**src/rtl/mem_seq_pkg.sv**
```systemverilog
// ============================================================================
// mem_seq_pkg : shared types and helpers for the memory access sequencer
// Revision    : 1.0
// ============================================================================
`default_nettype none

package mem_seq_pkg;

    localparam int WORD_W  = 20;
    localparam int TIMEOUT = 15;
    localparam int CNT_W   = 4;

    typedef enum logic [1:0] {
        IDLE = 2'd0,
        PH1  = 2'd1,
        PH2  = 2'd2,
        DONE = 2'd3
    } state_t;

    typedef enum logic [1:0] {
        OP_RD    = 2'd0,
        OP_WR    = 2'd1,
        OP_WR_RD = 2'd2,
        OP_RD_WR = 2'd3
    } op_t;

    // jmem dominates; stw only matters alongside memwrite; otherwise a read.
    function automatic op_t op_decode(input logic i_memwrite,
                                      input logic i_stw,
                                      input logic i_jmem);
        if (i_jmem)
            return OP_RD_WR;
        else if (i_memwrite && i_stw)
            return OP_WR_RD;
        else if (i_memwrite)
            return OP_WR;
        else
            return OP_RD;
    endfunction

    function automatic logic has_second(input op_t i_op);
        return (i_op == OP_WR_RD) || (i_op == OP_RD_WR);
    endfunction

    function automatic logic phase_is_write(input op_t i_op, input logic i_second);
        if (i_second)
            return (i_op == OP_RD_WR);
        else
            return (i_op == OP_WR) || (i_op == OP_WR_RD);
    endfunction

endpackage

`default_nettype wire

```
**src/rtl/mem_phase_timer.sv**
```systemverilog
// ============================================================================
// mem_phase_timer : per-phase wait counter, saturates and flags expiry
// Revision        : 1.0
// ============================================================================
`default_nettype none

module mem_phase_timer
    import mem_seq_pkg::*;
(
    input  logic clk,
    input  logic rst,
    input  logic i_clr,
    input  logic i_en,
    output logic o_expired
);

    logic [CNT_W-1:0] r_cnt;

    always_ff @(posedge clk or posedge rst) begin
        if (rst)
            r_cnt <= '0;
        else if (i_clr)
            r_cnt <= '0;
        else if (i_en && !o_expired)
            r_cnt <= r_cnt + 1'b1;
    end

    assign o_expired = (r_cnt == CNT_W'(TIMEOUT));

endmodule

`default_nettype wire

```
**src/rtl/mem_access_sequencer.sv**
```systemverilog
// ============================================================================
// mem_access_sequencer : stalls the pipeline while running one or two
//                        single-port memory phases per load/store/jump op
// Revision             : 1.0
// ============================================================================
`default_nettype none

module mem_access_sequencer
    import mem_seq_pkg::*;
(
    input  logic              clk,
    input  logic              rst,
    input  logic              memread,
    input  logic              memwrite,
    input  logic              stw,
    input  logic              jmem,
    input  logic [WORD_W-1:0] addr,
    input  logic [WORD_W-1:0] wdata,
    output logic              stall,
    output logic              mem_req,
    output logic              mem_we,
    output logic [WORD_W-1:0] mem_addr,
    output logic [WORD_W-1:0] mem_wdata,
    input  logic [WORD_W-1:0] mem_rdata,
    input  logic              mem_ack,
    output logic [WORD_W-1:0] rdata,
    output logic              done,
    output logic              err
);

    state_t             r_state;
    state_t             w_next;
    op_t                r_op;
    logic [WORD_W-1:0]  r_addr;
    logic [WORD_W-1:0]  r_wdata;
    logic [WORD_W-1:0]  r_rdata;
    logic               r_err;

    logic w_req_in;
    logic w_in_phase;
    logic w_ack;
    logic w_expired;
    logic w_timeout;

    assign w_req_in   = memread || memwrite || jmem;
    assign w_in_phase = (r_state == PH1) || (r_state == PH2);
    assign w_ack      = w_in_phase && mem_ack;
    // An ack on the expiry cycle wins over the timeout.
    assign w_timeout  = w_in_phase && !mem_ack && w_expired;

    mem_phase_timer u_timer (
        .clk       (clk),
        .rst       (rst),
        .i_clr     (!w_in_phase || mem_ack),
        .i_en      (w_in_phase && !mem_ack),
        .o_expired (w_expired)
    );

    always_comb begin
        w_next  = r_state;
        stall   = 1'b0;
        mem_req = 1'b0;
        mem_we  = 1'b0;
        done    = 1'b0;
        err     = 1'b0;
        case (r_state)
            IDLE: begin
                // rst gating keeps stall low while held in reset with a live request
                stall = w_req_in && !rst;
                if (w_req_in)
                    w_next = PH1;
            end
            PH1: begin
                stall   = 1'b1;
                mem_req = 1'b1;
                mem_we  = phase_is_write(r_op, 1'b0);
                if (w_ack)
                    w_next = has_second(r_op) ? PH2 : DONE;
                else if (w_timeout)
                    w_next = DONE;
            end
            PH2: begin
                stall   = 1'b1;
                mem_req = 1'b1;
                mem_we  = phase_is_write(r_op, 1'b1);
                if (w_ack || w_timeout)
                    w_next = DONE;
            end
            DONE: begin
                done   = 1'b1;
                err    = r_err;
                w_next = IDLE;
            end
            default: w_next = IDLE;
        endcase
    end

    always_ff @(posedge clk or posedge rst) begin
        if (rst) begin
            r_state <= IDLE;
            r_op    <= OP_RD;
            r_addr  <= '0;
            r_wdata <= '0;
            r_rdata <= '0;
            r_err   <= 1'b0;
        end else begin
            r_state <= w_next;
            if (r_state == IDLE) begin
                r_err <= 1'b0;
                if (w_req_in) begin
                    r_op    <= op_decode(memwrite, stw, jmem);
                    r_addr  <= addr;
                    r_wdata <= wdata;
                end
            end
            if (w_timeout)
                r_err <= 1'b1;
            if (w_ack && !mem_we)
                r_rdata <= mem_rdata;
        end
    end

    assign mem_addr  = r_addr;
    assign mem_wdata = r_wdata;
    assign rdata     = r_rdata;

endmodule

`default_nettype wire

```
**config.mk**
```make
export PLATFORM = sky130hd
export DESIGN_NAME = mem_access_sequencer
export DESIGN_NICKNAME = d
export VERILOG_FILES = /design/src/rtl/mem_seq_pkg.sv /design/src/rtl/mem_phase_timer.sv /design/src/rtl/mem_access_sequencer.sv
export SDC_FILE = /design/constraint.sdc
export NUM_CORES = 1
export LEC_CHECK = 0
export BUFFER_PORTS_ARGS = -buffer_cell sky130_fd_sc_hd__buf_2
export CAP_MARGIN = 20
export CORE_MARGIN = 10
export CORE_UTILIZATION = 42
export DETAILED_ROUTE_END_ITERATION = 6
export PLACE_DENSITY = 0.76
export SLEW_MARGIN = 30
export SYNTH_ARGS = -nofsm -noshare
export SYNTH_HDL_FRONTEND = slang
export SYNTH_SLANG_ARGS = --single-unit
```
**constraint.sdc**
```tcl
create_clock -name clk -period 1.8 [get_ports clk]
set_input_delay 0.09 -clock clk [delete_from_list [all_inputs] [get_ports clk]]
set_output_delay 0.09 -clock clk [all_outputs]
set_load 0.01 [all_outputs]
```
==> impl_metrics.csv <==
group,metric,value,unit
run_status,status,"complete, no violations",
setup_path,r2r-end,"rdata[0]$_DFFE_PP0P_",
global_route,antenna_found_initial,0,
hold_path,min-delay-start,"mem_rdata[0]",
sta,slew_viol_final,0,
floorplanning,die_x,102,um
pwr,p_leak,2.19,nW
clocking,clk_latency,330,ps
setup_path,crit_path_top_delay_cell,"dfrtp_1",
global_route,globalRouteOverflowTotal,0,
floorplanning,core,6460,sq um
sta,rsz0062_at_grt,"yes",
floorplanning,rows,29,
floorplanning,io_pins,132,
yosys,syn_avg_cell_area,15.0,sq um
layout,layout.nets,471,
drt,wl_per_cell,17.2,um
sta,fin_ws,76.6,ps
pwr,p_per_area,1730,nW/um^2
yosys,synth-seq-cells,69,
global_route,grt_pass1_wl,13500,um
sta,worst_pin_slew,459,ps
sta,max_slew_margin,69.3,%
placement,pre_cts_slack,119,ps
drt,drt-met1-wl,3130,um
layout,diodes,0,
setup_path,cp_max_fo,6,
drt,wl_met2,3990,um
drt,wl_met3,1000,um
clocking,clk_pin_slew,70,ps
drt,firstDrtPassIters,4,
placement,routabilityCongestion,0.784,
setup_path,cpPeakStageDelay,350,ps
pwr,p_comb_share,46.5,%
sta,fmax,580,MHz
clocking,htree_levels,3,
pwr,power.total,7.78,mW
pwr,clkPwrFrac,18.4,%
yosys,synth_ff_type,"dfrtp_1",
yosys,ys_seq_area_share,61.0,%
yosys,ys_warn_count,0,
setup_path,r2r_slack,130,ps
yosys,ys_types,28,
setup_path,worstPathCellList,"inv_1, ha_2, buf_4, inv_1, a21oi_2, buf_2",
pwr,ir_worst_vdd,1.01,mV
setup_path,reg2regPathDepth,6,
setup_path,worstSetupStartpointType,"register",
floorplanning,initial_core_util,43.9,%
drt,totalWireLength,8220,um
drt,ant_nets,0,
placement,place_inst,400,
flow_run,maxCapViolations,0,
yosys,synthCells,189,
yosys,synth-async-reset-ratio,100,%
setup_path,crit_type,"register to output port",
setup_path,crit_family,"buffers and inverters",
drt,via_per_inst,4.80,
layout,design_area,4480,sq um
placement,port_buffers,131,
sta,finClkSkew,7.75,ps
layout,area_growth,58.3,%
layout,num-fill-cells,450,
floorplanning,dieArea,10400,sq um
layout,stdcell_count,478,
placement,hpwl,5460,um
global_route,grt_pass1_vias,2669,
hold_path,hold_depth,2,
layout,drive_above_1_share,55.1,%
pwr,p_switching,2.69,mW
hold_path,worstHoldEndpoint,"rdata[0]$_DFFE_PP0P_",
placement,place_area,3630,sq um
hold_path,hold_path.class,"input port to register",
yosys,synth-edff-count,0,
clocking,cts_buffer_depth,2,
yosys,syn_area,2830,sq um
setup_path,timing.critical_path.buf_inv,4,
yosys,synth_fp_nets,264,
drt,vias,2295,
drt,drt_iter0_drc,64,
global_route,track_usage,16.4,%
setup_path,rr_startpoint,"r_op[0]$_DFFE_PP0P_",
clocking,numClockSinks,69,
pwr,p_seq_share,35.1,%
setup_path,critPathRequiredTime,1710,ps
clocking,tritoncts,"done",
clocking,cts-root-buf,"clkbuf_8",
setup_path,end_kind,"output port",
floorplanning,die_y,102,um
sta,fin_crit,1720,ps
global_route,grt_max_degree,31,
setup_path,arrival,1630,ps
pwr,intPower,5.09,mW
sta,fin_crit_sh,95.7,%
clocking,cts_made_buffers,9,
sta,hold_viol,0,
pwr,switching_share,34.6,%
drt,drc_errors,0,
setup_path,cp.depth,6,
sta,finalSetupViolCount,0,
setup_path,critical_path.most_common_cell,"inv_1",
drt,top_layer,"met4",
-- stage by stage --
step / hold slack, ps / TNS, ps / utilization, %
after floorplan: 222 / 0 / -
after global placement: 131 / 0 / 56.1
after detailed placement: 138 / 0 / 56.1
after CTS: 4.23 / 0 / 69.3
after global routing: 12.7 / -26.2 / 69.4
final: 15.7 / 0 / 69.4
-- sequential cells by signal, indices dropped and copies added, names as in the netlist --
name           flops
mem_addr          20
mem_wdata         20
rdata             20
u_timer.r_cnt      4
r_op               2
r_state            2
r_err              1
-- synthesized netlist by cell type (all sizes together), types with 3 or more instances --
master  instances  area [sq um]
a21oi           5          25.0
buf             6          55.1
dfrtp          69          1730
ha              8           100
inv             6          22.5
mux2           60           676
nand2           4          15.0
nand2b          3          18.8
nor2            4          15.0
nor3            3          15.0
-- layer usage --
metal  up-vias  global-route usage [%]
li1       1083                       -
met1      1096                    17.4
met2       104                    27.4
met3        12                    8.57
met4         0                    6.07
met5         -                       0
-- how the worst max path moves through the flow --
| stage | end | slack [ps] | startpoint |
|---|---|---|---|
| finish | stall | 80 | r_state[1]$_DFFE_PP0P_ |
| global route | stall | -30 | r_state[1]$_DFFE_PP0P_ |
| CTS | stall | 30 | r_state[0]$_DFFE_PP0P_ |
| detailed placement | mem_wdata[10]$_DFFE_PP0P_ | 120 | r_state[1]$_DFFE_PP0P_ |
| global placement | rdata[12]$_DFFE_PP0P_ | 190 | r_op[0]$_DFFE_PP0P_ |
| floorplan | rdata[0]$_DFFE_PP0P_ | 150 | r_state[0]$_DFFE_PP0P_ |
-- power by group through the flow --
stage,Sequential (mW),Combinational [mW],Clock (mW)
floorplan,3.06,1.76,0
detailed placement,2.72,3.46,0
CTS,2.69,3.61,1.48
global route,2.82,3.97,1.54
global placement,2.67,3.36,0
finish,2.73,3.61,1.43
-- cell type report --
type / instances / area (sq um) / area share (%)
repair buffers: 202 / 1360 / 30.4
multi-input cells: 108 / 1040 / 23.2
flip-flops and latches: 69 / 1730 / 38.5
inverters: 6 / 26.3 / 0.586
well taps: 77 / 96.3 / 2.15
clock buffers: 11 / 151 / 3.38
clock inverters: 5 / 81.3 / 1.81
-- kinds of logic (layout without fill, tap and decap cells) --
family                     count (synthesis)  after routing  synth area share (%)
xor gates and xnor gates                   1              1                 0.309
AOI/OAI and AO/OA                         14             14                  3.62
buffers and inverters                     12            224                  2.74
and+or+nand+nor                           23             23                  4.28
muxes                                     62             62                  24.6
adders and majority gates                  8              8                  3.53
DFF                                       69             69                  61.0
-- placed cells by master (no fill, tap or decap) --
master         Yosys  layout
a211o_1            1       1
a21oi_1            5       3
a21oi_2            0       2
a2bb2oi_1          1       1
a311oi_1           1       1
a31oi_1            1       1
and2_1             1       1
buf_12             0       2
buf_2              2     131
buf_4              0       9
bufinv_16          0       2
clkbuf_8           0      11
clkinv_2           0       1
clkinvlp_4         0       2
dfrtp_1           69      69
dlygate4sd3_1      0      60
ha_1               8       7
ha_2               0       1
inv_1              6       4
inv_2              0       1
inv_6              0       1
mux2_1             3       3
mux2_2            57      57
mux2i_1            2       2
nand2_1            4       4
nand2b_1           3       3
nand3_1            2       2
nand4_1            2       2
nor2_1             4       4
nor2b_1            2       2
nor3_1             3       3
nor3b_1            1       1
nor4b_1            1       1
o211ai_1           1       1
o21ai_0            2       2
o22ai_1            1       1
o31ai_4            1       1
xnor2_1            1       1
-- repair_timing --
action | in CTS | in global routing
hold endpoints to repair | 78 | 0
setup buffers | 2 | 0
hold buffers | 60 | 0
gates resized for setup | 1 | 3
pin swaps | 0 | 0
endpoints found under the setup margin | 1 | 2
-- worst reg2reg max path, stage by stage (launching register included) --
cell and delay [ps]:
dfrtp_1 350, inv_1 60, ha_1 280, nand2b_1 170
nand4_1 140, buf_12 180, mux2_2 360
Power figures use the tool's default switching activity.
